<file path="config.mk">
export PLATFORM = sky130hd
export DESIGN_NAME = unidade_controle
export DESIGN_NICKNAME = d
export VERILOG_FILES = /design/src/rtl/unidade_controle.sv
export SDC_FILE = /design/constraint.sdc
export NUM_CORES = 1
export LEC_CHECK = 0
export ABC_CLOCK_PERIOD_IN_PS = 6400
export CAP_MARGIN = 20
export CORE_AREA = 2 2 97 71
export CTS_BUF_LIST = sky130_fd_sc_hd__clkbuf_2
export CTS_CLUSTER_SIZE = 28
export DETAILED_ROUTE_END_ITERATION = 8
export DIE_AREA = 0 0 99 73
export HOLD_SLACK_MARGIN = 0.02
export PLACE_DENSITY = 0.78
export SLEW_MARGIN = 20
export SYNTH_ARGS = -nofsm -noshare
export SYNTH_HDL_FRONTEND = slang
export SYNTH_SLANG_ARGS = --single-unit
</file>
<file path="constraint.sdc">
create_clock -name clk -period 6.4 [get_ports clk]
set_input_delay 0.64 -clock clk [delete_from_list [all_inputs] [get_ports clk]]
set_output_delay 0.64 -clock clk [all_outputs]
set_load 0.005 [all_outputs]
</file>
<file path="src/rtl/unidade_controle.sv">
// Stack-machine control unit: fetches 21-bit words over req/ack and sequences datapath strobes.
// Optional stack depth checking is compiled in with `define UC_STACK_CHECK_EN.
module unidade_controle #(
  parameter int ADDR_W      = 8,
  parameter int STACK_DEPTH = 16
) (
  input  logic              clk,
  input  logic              reset,
  input  logic              start,
  output logic              instr_req,
  output logic [ADDR_W-1:0] instr_addr,
  input  logic              instr_ack,
  input  logic [20:0]       instr_data,
  output logic              push,
  output logic              pop,
  output logic              controle_pilha,
  output logic              load_temp1,
  output logic              load_temp2,
  output logic [15:0]       din_UC,
  output logic [4:0]        opcode,
  input  logic              data_uc,
  output logic              halted,
  output logic              err
);

  // state  | meaning
  // IDLE   | after reset, waiting for start
  // FETCH  | instr_req high, waiting for instr_ack
  // DECODE | dispatch on IR opcode
  // LOAD1  | load_temp1 strobe
  // POP1   | pop strobe after first operand
  // LOAD2  | load_temp2 strobe
  // POP2   | pop strobe after second operand
  // EXEC   | opcode presented to ULA, data_uc sampled for JZ
  // WRITE  | push strobe (immediate or ULA result)
  // HALT   | sticky stop, halted high
  // ERROR  | sticky stack fault, err high
  typedef enum logic [3:0] {
    S_IDLE, S_FETCH, S_DECODE, S_LOAD1, S_POP1, S_LOAD2,
    S_POP2, S_EXEC, S_WRITE, S_HALT, S_ERROR
  } state_t;

  localparam logic [4:0] OP_NOP   = 5'h00;
  localparam logic [4:0] OP_PUSHI = 5'h01;
  localparam logic [4:0] OP_POP   = 5'h02;
  localparam logic [4:0] OP_JMP   = 5'h10;
  localparam logic [4:0] OP_JZ    = 5'h11;
  localparam logic [4:0] OP_HALT  = 5'h1F;

  state_t            state_q, state_d;
  logic [ADDR_W-1:0] pc_q, pc_d;
  logic [20:0]       ir_q, ir_d;
  logic [15:0]       din_q, din_d;
  logic [4:0]        opc_q, opc_d;
  logic              req_q, req_d;
  logic [ADDR_W-1:0] addr_q, addr_d;
  logic              push_q, push_d;
  logic              pop_q, pop_d;
  logic              cp_q, cp_d;
  logic              lt1_q, lt1_d;
  logic              lt2_q, lt2_d;
  logic              halted_q, halted_d;

  logic [4:0]  op;
  logic [15:0] imm;
  logic        is_alu;
  logic        is_jz;
  logic        stack_fault;
  logic        restart;

  assign op      = ir_q[20:16];
  assign imm     = ir_q[15:0];
  assign is_alu  = (op >= 5'h03) && (op <= 5'h0F);
  assign is_jz   = (op == OP_JZ);
  assign restart = start && ((state_q == S_IDLE) || (state_q == S_HALT) || (state_q == S_ERROR));

  always_comb begin
    state_d = state_q;
    pc_d    = pc_q;
    ir_d    = ir_q;
    din_d   = din_q;
    opc_d   = opc_q;

    case (state_q)
      S_IDLE, S_HALT, S_ERROR: begin
        if (restart) begin
          state_d = S_FETCH;
          pc_d    = '0;
        end
      end
      S_FETCH: begin
        if (instr_ack) begin
          ir_d    = instr_data;
          pc_d    = pc_q + 1'b1;
          state_d = S_DECODE;
        end
      end
      S_DECODE: begin
        if (stack_fault) begin
          state_d = S_ERROR;
        end else if (op == OP_NOP) begin
          state_d = S_FETCH;
        end else if (op == OP_PUSHI) begin
          din_d   = imm;
          state_d = S_WRITE;
        end else if (op == OP_POP) begin
          state_d = S_POP1;
        end else if (is_alu || is_jz) begin
          state_d = S_LOAD1;
        end else if (op == OP_JMP) begin
          pc_d    = imm[ADDR_W-1:0];
          state_d = S_FETCH;
        end else if (op == OP_HALT) begin
          state_d = S_HALT;
        end else begin
          state_d = S_FETCH;
        end
      end
      S_LOAD1: state_d = S_POP1;
      S_POP1: begin
        if (is_alu)     state_d = S_LOAD2;
        else if (is_jz) state_d = S_EXEC;
        else            state_d = S_FETCH;
      end
      S_LOAD2: state_d = S_POP2;
      S_POP2:  state_d = S_EXEC;
      S_EXEC: begin
        if (is_jz) begin
          if (data_uc) pc_d = imm[ADDR_W-1:0];
          state_d = S_FETCH;
        end else begin
          state_d = S_WRITE;
        end
      end
      S_WRITE: state_d = S_FETCH;
      default: state_d = S_IDLE;
    endcase

    // ULA opcode is latched on entry to EXEC and held until the next operation.
    if (state_d == S_EXEC) opc_d = op;

    // Outputs are registered versions of the next state so each strobe lines up with its state.
    req_d    = (state_d == S_FETCH);
    addr_d   = pc_d;
    push_d   = (state_d == S_WRITE);
    pop_d    = (state_d == S_POP1) || (state_d == S_POP2);
    lt1_d    = (state_d == S_LOAD1);
    lt2_d    = (state_d == S_LOAD2);
    cp_d     = (state_d == S_WRITE) && is_alu;
    halted_d = (state_d == S_HALT);
  end

  always_ff @(posedge clk or negedge reset) begin
    if (!reset) begin
      state_q  <= S_IDLE;
      pc_q     <= '0;
      ir_q     <= '0;
      din_q    <= '0;
      opc_q    <= '0;
      req_q    <= 1'b0;
      addr_q   <= '0;
      push_q   <= 1'b0;
      pop_q    <= 1'b0;
      cp_q     <= 1'b0;
      lt1_q    <= 1'b0;
      lt2_q    <= 1'b0;
      halted_q <= 1'b0;
    end else begin
      state_q  <= state_d;
      pc_q     <= pc_d;
      ir_q     <= ir_d;
      din_q    <= din_d;
      opc_q    <= opc_d;
      req_q    <= req_d;
      addr_q   <= addr_d;
      push_q   <= push_d;
      pop_q    <= pop_d;
      cp_q     <= cp_d;
      lt1_q    <= lt1_d;
      lt2_q    <= lt2_d;
      halted_q <= halted_d;
    end
  end

`ifdef UC_STACK_CHECK_EN
  localparam int SP_W = $clog2(STACK_DEPTH + 1);

  logic [SP_W-1:0] sp_q, sp_d;
  logic            err_q, err_d;

  always_comb begin
    stack_fault = 1'b0;
    if (op == OP_PUSHI)                stack_fault = (sp_q == SP_W'(STACK_DEPTH));
    else if (op == OP_POP || is_jz)    stack_fault = (sp_q == '0);
    else if (is_alu)                   stack_fault = (sp_q < SP_W'(2));
  end

  // push and pop strobes are never active in the same cycle.
  always_comb begin
    sp_d = sp_q + SP_W'(push_q) - SP_W'(pop_q);
    if (restart) sp_d = '0;
  end

  assign err_d = (state_d == S_ERROR);

  always_ff @(posedge clk or negedge reset) begin
    if (!reset) begin
      sp_q  <= '0;
      err_q <= 1'b0;
    end else begin
      sp_q  <= sp_d;
      err_q <= err_d;
    end
  end

  assign err = err_q;
`else
  logic unused_cfg;

  assign stack_fault = 1'b0;
  assign unused_cfg  = ^STACK_DEPTH;
  assign err         = 1'b0;
`endif

  assign instr_req      = req_q;
  assign instr_addr     = addr_q;
  assign push           = push_q;
  assign pop            = pop_q;
  assign controle_pilha = cp_q;
  assign load_temp1     = lt1_q;
  assign load_temp2     = lt2_q;
  assign din_UC         = din_q;
  assign opcode         = opc_q;
  assign halted         = halted_q;

endmodule

</file>
==> metrics.log <==
INFO  metric timing.critical_path.max_delay_family = simple AND/OR/NAND/NOR gates
INFO  metric post_drt_via_cell_ratio = 5.149
INFO  metric register_area = 1526 um2
INFO  metric maxClockFrequency = 0.3521 GHz
INFO  metric numCtsBuffers = 9
INFO  metric final_common_cell = dfrtp_1
INFO  metric slowest_stage = nand4_1
INFO  metric synth_seq_cells = 61
INFO  metric post_synth.cell_area_avg = 12.03 um2
INFO  metric post_synth_num_cell_types = 41
INFO  metric grt_pass1_wl = 9135 um
INFO  metric rsz_0062_raised_after_global_routing = false
INFO  metric ctsResizeCount = 0
INFO  metric synth_area = 2744 um2
INFO  metric first_global_vias = 1832
INFO  metric cts_hold_repair.buffers = 0
INFO  metric cp_data_required_time = 6.80 ns
INFO  metric max_cap_viol_count = 0
INFO  metric pwrdens = 426.3 nW/um2
INFO  metric clk_pin_slew = 0.18 ns
INFO  metric globalRoute.totalOverflow = 0
INFO  metric row_count = 25
INFO  metric finalNetCount = 316
INFO  metric mappedNetlistNets = 255
INFO  metric layout_common_cells = 61 x dfrtp_1, 60 x clkdlybuf4s50_1, 37 x mux2_2
INFO  metric power.ir.vdd_worst = 0.0002282 V
INFO  metric post_cts_setup_buffer_count = 0
INFO  metric cts.path.max_buffers = 2
INFO  metric antenna_violating_nets_post_route = 0
INFO  metric power.leakage = 0.001534 uW
INFO  metric synth-edff-count = 0
INFO  metric finalCritPeriodShare = 44.38%
INFO  metric die_w = 99 um
INFO  metric cts-htree-levels = 3
INFO  metric multi_input_area = 1120 um2
INFO  metric final_max_slew_viol_count = 0
INFO  metric tritoncts = yes
INFO  metric setup-violations-final = 0
INFO  metric layout.cells.non_filler = 375
INFO  metric clock_latency_at_the_later_pin_of_the_worst_skew_pair = 0.51 ns
INFO  metric yosysSeqAreaShare = 55.63%
INFO  metric io_buffer_count = 61
INFO  metric path_cells = nand2b_1 -> nor3_1 -> nand4_1 -> mux2_2
INFO  metric critical_path.endpoint_type = flop
INFO  metric min-delay-path-class = input pin to asynchronous set/reset pin
INFO  metric post-route-min-period = 2.840 ns
INFO  metric die_boundary_height = 73 um
INFO  metric n_antenna_cell = 0
INFO  metric cts.root.buffer_cell = clkbuf_2
INFO  metric number_of_antenna_violations_at_the_first_check_in_global_routing = 0
INFO  metric post-dp-hpwl = 3869 um
INFO  metric ys_warn_count = 0
INFO  metric clock_sink_count = 61
INFO  metric final.fill_count = 555
INFO  metric initial_utilization = 42.79%
INFO  metric worst_pin_slew = 0.9259 ns
INFO  metric core_region_area = 6412 um2
INFO  metric relSlewSlack = 38.13%
INFO  metric syn_inst = 228
INFO  metric final_hold_viol_count = 0
INFO  metric max_stage_delay = 0.85 ns
INFO  metric io-pin-count = 63
INFO  metric yosys_most_used_dff = dfrtp_1
INFO  metric run_status = finished, final reports clean
INFO  metric timing.setup.tns = 0 ns
INFO  metric dieArea = 7227 um2
INFO  metric timing.critical_path.fanout_max = 16
INFO  metric critPathBufInv = 0
INFO  metric final_layout_size_suffix_gt1_share = 22.11%
INFO  metric layout-area-overhead-vs-synth = 27.72%
INFO  metric drt_first_iter_violations = 85
INFO  metric post_route_drc = 0
INFO  metric detailedRoute.firstPassIterationCount = 4
INFO  metric setup_crit_start_kind = flop
INFO  metric gp_congestion = 0.8226
INFO  metric fin_worst_skew = 0.03198 ns
INFO  metric dpl.cell_count = 359
INFO  metric grt_start_max_net_pins = 62
INFO  metric detailroute.via_count = 1931
INFO  metric detail_route.wirelength = 5656 um
INFO  metric globalRouteTotalUtil = 16.82%
INFO  metric setup.worst_path.class = flop to flop
INFO  metric timing.critical_path.arrival = 3.24 ns
INFO  metric async_reset_ff_share = 100.0%
INFO  metric wire_per_inst = 15.08 um
INFO  metric r2r_slack = 3.56 ns
## area by class of cell
class	instances	share of cell area, %
clock buffer	10	1.428
inverter	8	0.8568
clock inverter	6	1.821
tap	81	2.892
multi-input combinational	147	31.95
sequential	61	43.56
timing repair buffer	62	17.49
## synthesized netlist by cell type (2+ instances only)
| cell type | n | area (um2) |
|---|---|---|
| nand2b_1 | 5 | 31.28 |
| and2_1 | 3 | 18.77 |
| a22oi_1 | 3 | 22.52 |
| buf_2 | 3 | 15.01 |
| nand4_1 | 2 | 12.51 |
| mux2_4 | 5 | 75.07 |
| o21ai_0 | 19 | 95.09 |
| mux2_2 | 37 | 416.7 |
| a21oi_1 | 5 | 25.02 |
| buf_6 | 2 | 22.52 |
| a31oi_1 | 5 | 31.28 |
| nor2_1 | 15 | 56.30 |
| nor2b_1 | 2 | 12.51 |
| clkbuf_1 | 6 | 22.52 |
| nand3_1 | 3 | 15.01 |
| nor3_1 | 8 | 40.04 |
| nand2_1 | 7 | 26.28 |
| inv_1 | 8 | 30.03 |
| o211ai_2 | 2 | 25.02 |
| a32oi_1 | 4 | 35.03 |
| and3_1 | 3 | 18.77 |
| dfrtp_1 | 61 | 1526 |
| o21a_1 | 2 | 15.01 |
## metrics by stage
step | hold WS (ns) | power [uW] | utilization [%] | cell area [um2] | setup WS, ns
2_1_floorplan | 0.3444 | 1014 | - | 2744 | 4.295
3_3_place_gp | 0.4784 | 1243 | 52.88 | 3391 | 3.639
3_5_place_dp | 0.4900 | 1264 | 52.88 | 3391 | 3.533
4_1_cts | 0.2412 | 1504 | 54.65 | 3505 | 3.575
5_1_grt | 0.2458 | 1605 | 54.65 | 3505 | 3.311
6_report | 0.2504 | 1494 | 54.65 | 3505 | 3.560
## sequential cells by signal (all words and copies together) (netlist names)
signal,flops
pop,1
controle_pilha,1
load_temp1,1
instr_req,1
ir_q,21
din_UC,16
state_q,4
load_temp2,1
instr_addr,8
opcode,5
push,1
halted,1
## report_power, final
part / switching, uW / internal (uW) / leakage, uW
Sequential: 148 / 536 / 0.000789
Clock: 145 / 90.8 / 0.0000679
Combinational: 232 / 342 / 0.000677
## worst register-to-register path, cell delays in order, from the launching register on
cell and delay, ns:
dfrtp_1 0.54, nand2b_1 0.24, nor3_1 0.56, nand4_1 0.85, mux2_2 0.58
## routing by layer
| layer | wire length, um | track usage (%) |
|---|---|---|
| met1 | 2790 | 23.70 |
| met4 | 63 | 6.393 |
| met3 | 353 | 7.088 |
| met5 | 0 | 0 |
| met2 | 2449 | 23.05 |
## path summary, 6_finish.rpt
kind                            depth (start not counted)                endpoint                 start
worst max-delay path                                    4   din_UC[8]$_DFFE_PN0P_  state_q[0]$_DFF_PN0_
worst min-delay path                                    2   opcode[0]$_DFFE_PN0N_                 reset
worst max register to register                          4   din_UC[8]$_DFFE_PN0P_  state_q[0]$_DFF_PN0_
worst min register to register                          1  din_UC[13]$_DFFE_PN0P_  ir_q[13]$_DFFE_PN0P_
max in group asynchronous                               2   din_UC[0]$_DFFE_PN0P_                 reset
min in group clk                                        1  din_UC[13]$_DFFE_PN0P_  ir_q[13]$_DFFE_PN0P_
## cells by family after synthesis
kind of cell	Yosys count	synth area share (%)
buf+inv	20	3.557
flops	61	55.63
mux	42	17.92
fa+ha+maj	1	0.4559
xor+xnor	2	0.6385
compound gates	47	11.40
simple gates	54	10.26
other cells	1	0.1367
No activity file was read; power rests on OpenSTA's default activity.
